<file path="config.mk">
export PLATFORM = sky130hd
export DESIGN_NAME = sat_counter
export DESIGN_NICKNAME = d
export VERILOG_FILES = /design/src/rtl/sat_counter.sv
export SDC_FILE = /design/constraint.sdc
export NUM_CORES = 1
export LEC_CHECK = 0
export ABC_AREA = 1
export BUFFER_PORTS_ARGS = -buffer_cell sky130_fd_sc_hd__buf_2
export CORE_MARGIN = 4
export CORE_UTILIZATION = 35
export DETAILED_ROUTE_END_ITERATION = 6
export GPL_TIMING_DRIVEN = 0
export PLACE_DENSITY = 0.66
export SYNTH_ARGS = -nofsm -noshare
export SYNTH_HDL_FRONTEND = slang
export SYNTH_SLANG_ARGS = --single-unit
</file>
<file path="constraint.sdc">
create_clock -name clk -period 1.7 [get_ports clk]
set_input_delay 0.255 -clock clk [delete_from_list [all_inputs] [get_ports clk]]
set_output_delay 0.255 -clock clk [all_outputs]
set_load 0.02 [all_outputs]
</file>
<file path="src/rtl/sat_counter.sv">
// Up counter that clears synchronously and holds at all-ones.
module sat_counter #(
    parameter int unsigned CNT_W = 16
) (
    input  logic             clk,
    input  logic             rst,
    input  logic             clr,
    input  logic             inc,
    output logic [CNT_W-1:0] q
);

    localparam logic [CNT_W-1:0] CNT_MAX = '1;

    always_ff @(posedge clk) begin
        if (rst || clr) begin
            q <= '0;
        end else if (inc && (q != CNT_MAX)) begin
            q <= q + CNT_W'(1);
        end
    end

endmodule

</file>
# ---- Word level (Yosys, flattened, before mapping)
# Cells that the tools add are included.
dict set report word_totals {
  ff_bits 16
  elab_cells 5
  in_bits 4
}
dict set report op_classes {
  n_eq_ne 1
  n_addsub 1
  reduce_logical 2
}
# op count
set ops {}
lappend ops {{16-bit by 1-bit adder with 16-bit output, second input constant} 1}
lappend ops {{16-bit inequality test, second input constant} 1}
lappend ops {{1-bit logical AND} 1}
lappend ops {{1-bit logical OR} 1}

# ---- Depth between registers and ports, before layout
# Gate-level depths: netlist (run 1).
dict set report logic_depth {
  ltp_word 2
  mapped_depth 9
  ltp_nobuf 9
}

# ---- Worst setup path after synthesis (run 1)
# Ideal clock, no wire load.
dict set report synth_timing {
  path_kind {register to register}
  start {reg q[1]}
  end {reg q[13]}
  setup_slack_ns 0.193
  t_arrival_ns 1.391
  t_required_ns 1.585
  path_stages_with_launch 8
  n_path_buf 1
  period_less_slack_ns 1.507
  path_cell_list {dfxtp_1 > ha_1 > nand2_1 > nor2_2 > nand4_2 > buf_6 > a21oi_1 > nor2_1}
}
dict set report synth_between {
  elab_chain_len 2
  word_cells_on_any_way 3
  classes_between {add/sub (1); eq/ne (1); reduce/logical (1)}
}
# element line_no
set synth_rtl {}
lappend synth_rtl {{start: declaration} 9} ;# output logic [CNT_W-1:0] q
lappend synth_rtl {{start signal: assignment} 18} ;# q <= q + CNT_W'(1);
lappend synth_rtl {{branches (longest 2 deep; another with 16-bit by 1-bit adder with 16-bit output)} -}
# Several ways; the timed one is not identified.
# A chain may end at the register's enable or synchronous reset.

# ---- Worst setup path after layout (run 1)
dict set report layout_timing {
  start {reg q[0]}
  end {reg q[15]}
}
# Same word-level chain as after synthesis.

==> results of run 1 <==
-- layer usage --
layer | part of all wire, % | up-vias | GRT usage, % | routed length (um)
met5 | 0 | - | 0 | 0
met4 | 0.62 | 0 | 4.747 | 13
met3 | 5.4 | 2 | 2.592 | 112
met2 | 45 | 19 | 19.44 | 938
met1 | 49 | 413 | 18.97 | 1019
li1 | - | 520 | - | -
-- worst max-delay path: cells and delay by family, from the launching register on --
| family | cells | cell delay [ns] |
|---|---|---|
| simple gates | 4 | 0.47 |
| flops | 1 | 0.41 |
| fa+ha+maj | 1 | 0.21 |
| buf+inv | 1 | 0.17 |
| compound gates | 1 | 0.15 |
-- cell usage after synthesis (all sizes together) --
cell type	number	area (sq um)
inv	13	48.79
o21ai	4	23.77
ha	1	12.51
a21boi	1	7.510
nand3	14	70.07
a21oi	9	45.04
nor2	41	191.4
nand2	42	172.7
dfxtp	16	320.3
nor3	1	5.000
nand4	4	31.28
clkinv	1	3.750
buf	2	18.77
-- power by group --
| group | switching [mW] | internal [mW] |
|---|---|---|
| clock network | 0.129 | 0.130 |
| registers | 0.00250 | 0.377 |
| logic | 0.0227 | 0.0131 |
| total | 0.155 | 0.520 |
-- cell usage in the layout (no fill, tap or decap), types with 3 or more instances in the layout --
cell type	n
a21oi_1	9
buf_2	19
clkbuf_4	3
dfxtp_1	16
inv_1	12
nand2_1	38
nand2_2	3
nand3_1	14
nand4_1	3
nor2_1	34
nor2_2	3
nor2_4	4
o21ai_0	3
-- how the worst max path moves through the flow --
stage,startpoint,end,slack (ns),cells after the start
global route,q[0],q[2],0.03,8
floorplan,q[1],q[13],0.19,7
CTS,q[0],q[15],0.19,7
finish,q[0],q[15],0.20,7
detailed placement,q[0],q[15],0.21,7
global placement,q[0],q[9],0.25,7
-- through the flow --
stage          std cells  utilization, %
3_3_place_gp         198           42.58
3_5_place_dp         198           42.58
4_1_cts              202           44.00
6_report             202           44.00
5_1_grt              202           44.00
2_1_floorplan        149               -
-- area by class of cell --
class,instances,area [sq um]
tap,30,37.54
inverter,14,52.55
buffer,2,18.77
timing repair buffer,19,95.09
fill,299,1425
multi-input combinational,117,559.3
sequential,16,320.3
clock buffer,4,36.28
-- cell families (layout without fill, tap and decap cells) --
logic type / Yosys count / in the layout / share of synthesized area [%]
compound gates: 14 / 14 / 8.026
fa+ha+maj: 1 / 1 / 1.316
buf+inv: 16 / 39 / 7.499
flops: 16 / 16 / 33.68
simple gates: 102 / 102 / 49.47
==> key figures, run 1 <==
Yosys
  • Distinct cells, synth: 21
  • Syn_area_per_cell: 6.382 sq um
  • YS warnings: 0
  • Synth Cell Area: 950.9 sq um
  • Register bit total from synthesis: 16
  • Net count after synthesis: around 150
  • Synth Instances: 149
  • Sequential fraction of the synthesis area: 33.68%

Clocking
  • Reg clk slew, reported paths: 0.10 ns
  • CTS tree: yes
  • Worst skew pair latency: 0.29 ns
  • H-tree depth: 1
  • Post CTS Setup Buffer Count: 0
  • Root Driver: clkbuf_4
  • Post-CTS Hold Buffers: 0
  • Cts bufs inserted: 3
  • CTS Buffer Depth: 2
  • Number of gates resized after CTS: 0
  • Clock sinks: 16

Timing
  • RSZ-0062 raised after global routing: no
  • Slew @ Worst Pin: about 0.38 ns
  • Max-slew violation count: 0
  • Hold Fails Final Rpt: 0
  • Hold_ws: about 0.28 ns
  • Fin worst setup slack: roughly 0.2 ns
  • Setup violators final: 0
  • Fin crit period: ~1.5 ns
  • Fin crit share: 88.22%
  • Setup TNS: 0 ns
  • Max-slew headroom: 74.40%
  • Final Skew: between 0.001 and 0.0015 ns
  • Max frequency: 0.6668 GHz

Floorplanning
  • Die W: approximately 60 um
  • Initial Util: 37.36%
  • Die area: about 3600 sq um
  • # rows: 18
  • Io pins: 20
  • Area of the core: 2545 sq um
  • Die Ht: 60.13 um

Finish
  • Final instance area: ~1100 sq um
  • Max reg flops: 16
  • Top Registers: q: 16 flops
  • Final Net Count: roughly 180
  • Layout area overhead: 17.76%
  • N_diodes: 0
  • Share of layout cells above drive strength 1: between 20% and 30%
  • Top reg by flops: q

Setup path
  • Crit Reg-Reg Endpoint: q[15]
  • Reg-to-reg slack, setup: 0.20 ns
  • Worst path max stage delay: 0.41 ns
  • RR Startpoint: q[0]
  • Worst setup EP type: flip-flop
  • WP data required: 1.89 ns
  • Cell with the largest stage delay on the worst path: dfxtp_1
  • Setup CP Type: reg2reg
  • CP max FO: 10
  • Reg2Reg Depth: 7
  • Crit path arrival time: roughly 1.7 ns
  • Worst-path cell chain: ha_1 > nand2_1 > nor2_2 > nand4_2 > buf_6 > a21oi_1 > nor2_1
  • CP startpoint kind: flip-flop

Routing
  • Drt wl/cell: 10.32 um
  • Iteration-0 DRC Markers: 32
  • ANT nets after route: 0
  • DR vias: 954
  • DRT Pass-1 Iters: 4
  • Routed WL: 2.084 mm
  • DRC: 0
  • Via density: 4.723

Global routing
  • Vias in the first global route: 843
  • Largest net degree at the start of global routing: 11
  • Initial antenna violation count: 0
  • Grt ovf: 0
  • First-pass GRT wire length: approximately 3.7 mm
  • All-Layer GR Usage: a little over an eighth

Placement
  • Cell Area, Placed: 1084 sq um
  • HPWL Detailed: between 1.5 and 2 mm
  • Place WS: 0.2109 ns
  • Port bufs: 19
  • Routability congestion estimate: 0.7969

Min path
  • Hold Path End: q[15]
  • Hold Path Stages: 4
  • Worst min-delay path category: in2reg
  • Min-delay src: rst

Power
  • Power per Cell Area: between 600 and 700 nW/um^2
  • Total chip power: 674.9 uW
  • Worst VDD drop: 242.8 uV
  • Leakage: 0.4682 nW

Run
  • Max-cap violations: 0

Run status
  • Status: complete, no violations
Note: power is estimated with default switching activity, not from simulation.
==> run 2: changes to the inputs <==
--- a/config.mk
+++ b/config.mk
@@ -5,13 +5,13 @@
 export SDC_FILE = /design/constraint.sdc
 export NUM_CORES = 1
 export LEC_CHECK = 0
-export ABC_AREA = 1
 export BUFFER_PORTS_ARGS = -buffer_cell sky130_fd_sc_hd__buf_2
 export CORE_MARGIN = 4
 export CORE_UTILIZATION = 35
 export DETAILED_ROUTE_END_ITERATION = 6
+export GPL_ROUTABILITY_DRIVEN = 0
 export GPL_TIMING_DRIVEN = 0
-export PLACE_DENSITY = 0.66
+export PLACE_DENSITY = 0.67
 export SYNTH_ARGS = -nofsm -noshare
 export SYNTH_HDL_FRONTEND = slang
 export SYNTH_SLANG_ARGS = --single-unit
==> run 2 against run 1 <==
Core utilization rose by 5.3 points. Fmax fell by 8.4%. Sequential share of layout area rose by 1.3 points. Register-to-register slack got worse by 0.14 ns. Critical endpoint is now q[5]. Largest power group unchanged. Highest routed layer unchanged.
==> key figures, run 2 <==
Clocking
  • Worst skew pair latency: about 0.30 ns
  • CTS tree: yes
  • Cts bufs inserted: 3
  • CTS Buffer Depth: 2
  • H-tree depth: 1
  • Reg clk slew, reported paths: 0.10 ns
  • Root Driver: clkbuf_4
  • Clock sinks: 16

Power
  • Total chip power: 666.3 uW
  • Leakage: 0.4827 nW
  • Worst VDD drop: between 500 and 600 uV
  • Power per Cell Area: between 500 and 600 nW/um^2

Routing
  • DR vias: 850
  • ANT nets after route: 0
  • DRT Pass-1 Iters: 4
  • DRC: 0
  • Via density: 5.667
  • Iteration-0 DRC Markers: 5
  • Drt wl/cell: 13.49 um
  • Routed WL: 2.023 mm

Yosys
  • Number of synthesized flops with an enable pin: 0
  • Syn_area_per_cell: just under 9 sq um
  • Net count after synthesis: 100
  • Register bit total from synthesis: 16
  • Synth top area cells: dfxtp_1, a21oi_1, a41o_1
  • Distinct cells, synth: 30
  • Async S/R FF share, synth: 0%
  • Sequential fraction of the synthesis area: approximately 38%
  • YS warnings: 0
  • Synth Flop Type: dfxtp_1
  • Synth Instances: 95
  • Yosys top cell area share: 37.81%
  • Most frequent cell after synthesis: dfxtp_1
  • Synth top cells by count: dfxtp_1, a21oi_1, nor2_1, nand2_1
  • Synth Cell Area: 847.1 sq um
  • Synth area leader: dfxtp_1

Finish
  • Max reg flops: 16
  • Area of the multi-input gates: 560.5 sq um
  • N_diodes: 0
  • Top Registers: q: 16 flops
  • Top reg by flops: q
  • FF/Latch Area: approximately 330 sq um
  • Share of layout cells above drive strength 1: 37.70%
  • Final Net Count: 128
  • Most frequent cells in the layout: buf_2, dfxtp_1, a21oi_1, nor2_1, nand2_1
  • Most common cell after layout, fill and taps aside: buf_2
  • Fin cells: 150
  • Fillers: 235
  • Layout area overhead: 31.32%

Timing
  • Fin crit share: 96.27%
  • RSZ-0062 raised after global routing: yes
  • Final Skew: roughly 0.0036 ns
  • Max-slew headroom: between 60% and 70%
  • Hold Fails Final Rpt: 0
  • Hold_ws: 0.2667 ns
  • Setup violators final: 0
  • Max frequency: 0.6110 GHz
  • Fin crit period: 1.637 ns
  • Slew @ Worst Pin: 0.4885 ns
  • Max-slew violation count: 0
  • Fin worst setup slack: around 0.063 ns

Run
  • Max-cap violations: 0

Floorplanning
  • Die W: 57.20 um
  • Initial Util: 37.57%
  • Area of the core: ~2300 sq um
  • Die Ht: 57.20 um
  • Io pins: 20
  • Die area: 3271 sq um
  • # rows: 17

Setup path
  • CP max FO: 9
  • WP data required: 1.90 ns
  • Setup CP Type: reg2reg
  • CP startpoint kind: flip-flop
  • Crit path arrival time: roughly 1.8 ns
  • Worst setup EP type: flip-flop

Run status
  • Status: complete, no violations

Global routing
  • All-Layer GR Usage: a little over an eighth
  • Initial antenna violation count: 0
  • First-pass GRT wire length: 3.429 mm
  • Grt ovf: 0
  • Vias in the first global route: 730
  • Largest net degree at the start of global routing: 11

Placement
  • HPWL Detailed: 1.412 mm
  • Port bufs: 19
  • Place WS: -0.05030 ns
  • Inst Count DP: 142

Min path
  • Worst min-delay path category: in2reg
-- run 2: area by class of cell --
| class | instances | area share, % |
|---|---|---|
| Tap cell | 28 | 3.150 |
| Clock buffer | 4 | 3.262 |
| Multi-Input combinational cell | 75 | 50.39 |
| Inverter | 1 | 0.3375 |
| Buffer | 3 | 1.687 |
| Sequential cell | 16 | 29.92 |
| Timing Repair Buffer | 23 | 11.25 |
-- run 2: per-stage QoR --
| stage | setup TNS (ns) | util (%) | area [sq um] |
|---|---|---|---|
| detailed placement | -0.2408 | 43.45 | 979.7 |
| CTS | -0.2564 | 45.28 | 1021 |
| floorplan | 0 | - | 849.6 |
| finish | 0 | 49.33 | 1112 |
| global placement | -0.09809 | 43.45 | 979.7 |
| global route | -0.1484 | 49.33 | 1112 |
-- run 2: repair_timing --
item,CTS,global route
pin swaps,0,5
hold buffers,0,0
gates resized for setup,1,19
setup endpoints to repair,9,13
buffers inserted,0,4
-- run 2: worst max-delay path, stage by stage, from the launching register on --
cell	delay (ns)
dfxtp_1	0.35
buf_6	0.13
nand4_1	0.09
buf_4	0.17
or4_4	0.57
a41o_1	0.23
-- run 2: where the power goes --
part / internal, mW / switching, mW
Sequential: 0.374 / 0.00237
Clock: 0.131 / 0.129
Combinational: 0.0107 / 0.0193
Total: 0.516 / 0.151
-- run 2: metal layers --
metal | wire length [um] | share of wire, % | GRT usage, %
met1 | 921 | 46 | 16.46
met2 | 944 | 47 | 21.37
met3 | 129 | 6.4 | 4.977
met4 | 28 | 1.4 | 3.974
met5 | 0 | 0 | 0
-- run 2: final timing paths --
path	from	endpoint	slack (ns)	cells after the start
worst max-delay path	q[9]	q[5]	0.06	5
worst min-delay path	clr	q[12]	0.27	3
worst max register to register	q[9]	q[5]	0.06	5
worst min register to register	q[1]	q[1]	0.50	2
-- run 2: cell families after synthesis --
logic type | after synthesis | synth area share [%]
AND/OR/NAND/NOR | 44 | 33.82
AO/OA/AOI/OAI | 27 | 21.86
flip-flops | 16 | 37.81
buffers and inverters | 4 | 1.920
XOR/XNOR | 3 | 3.102
adder cells (fa/ha/maj) | 1 | 1.477
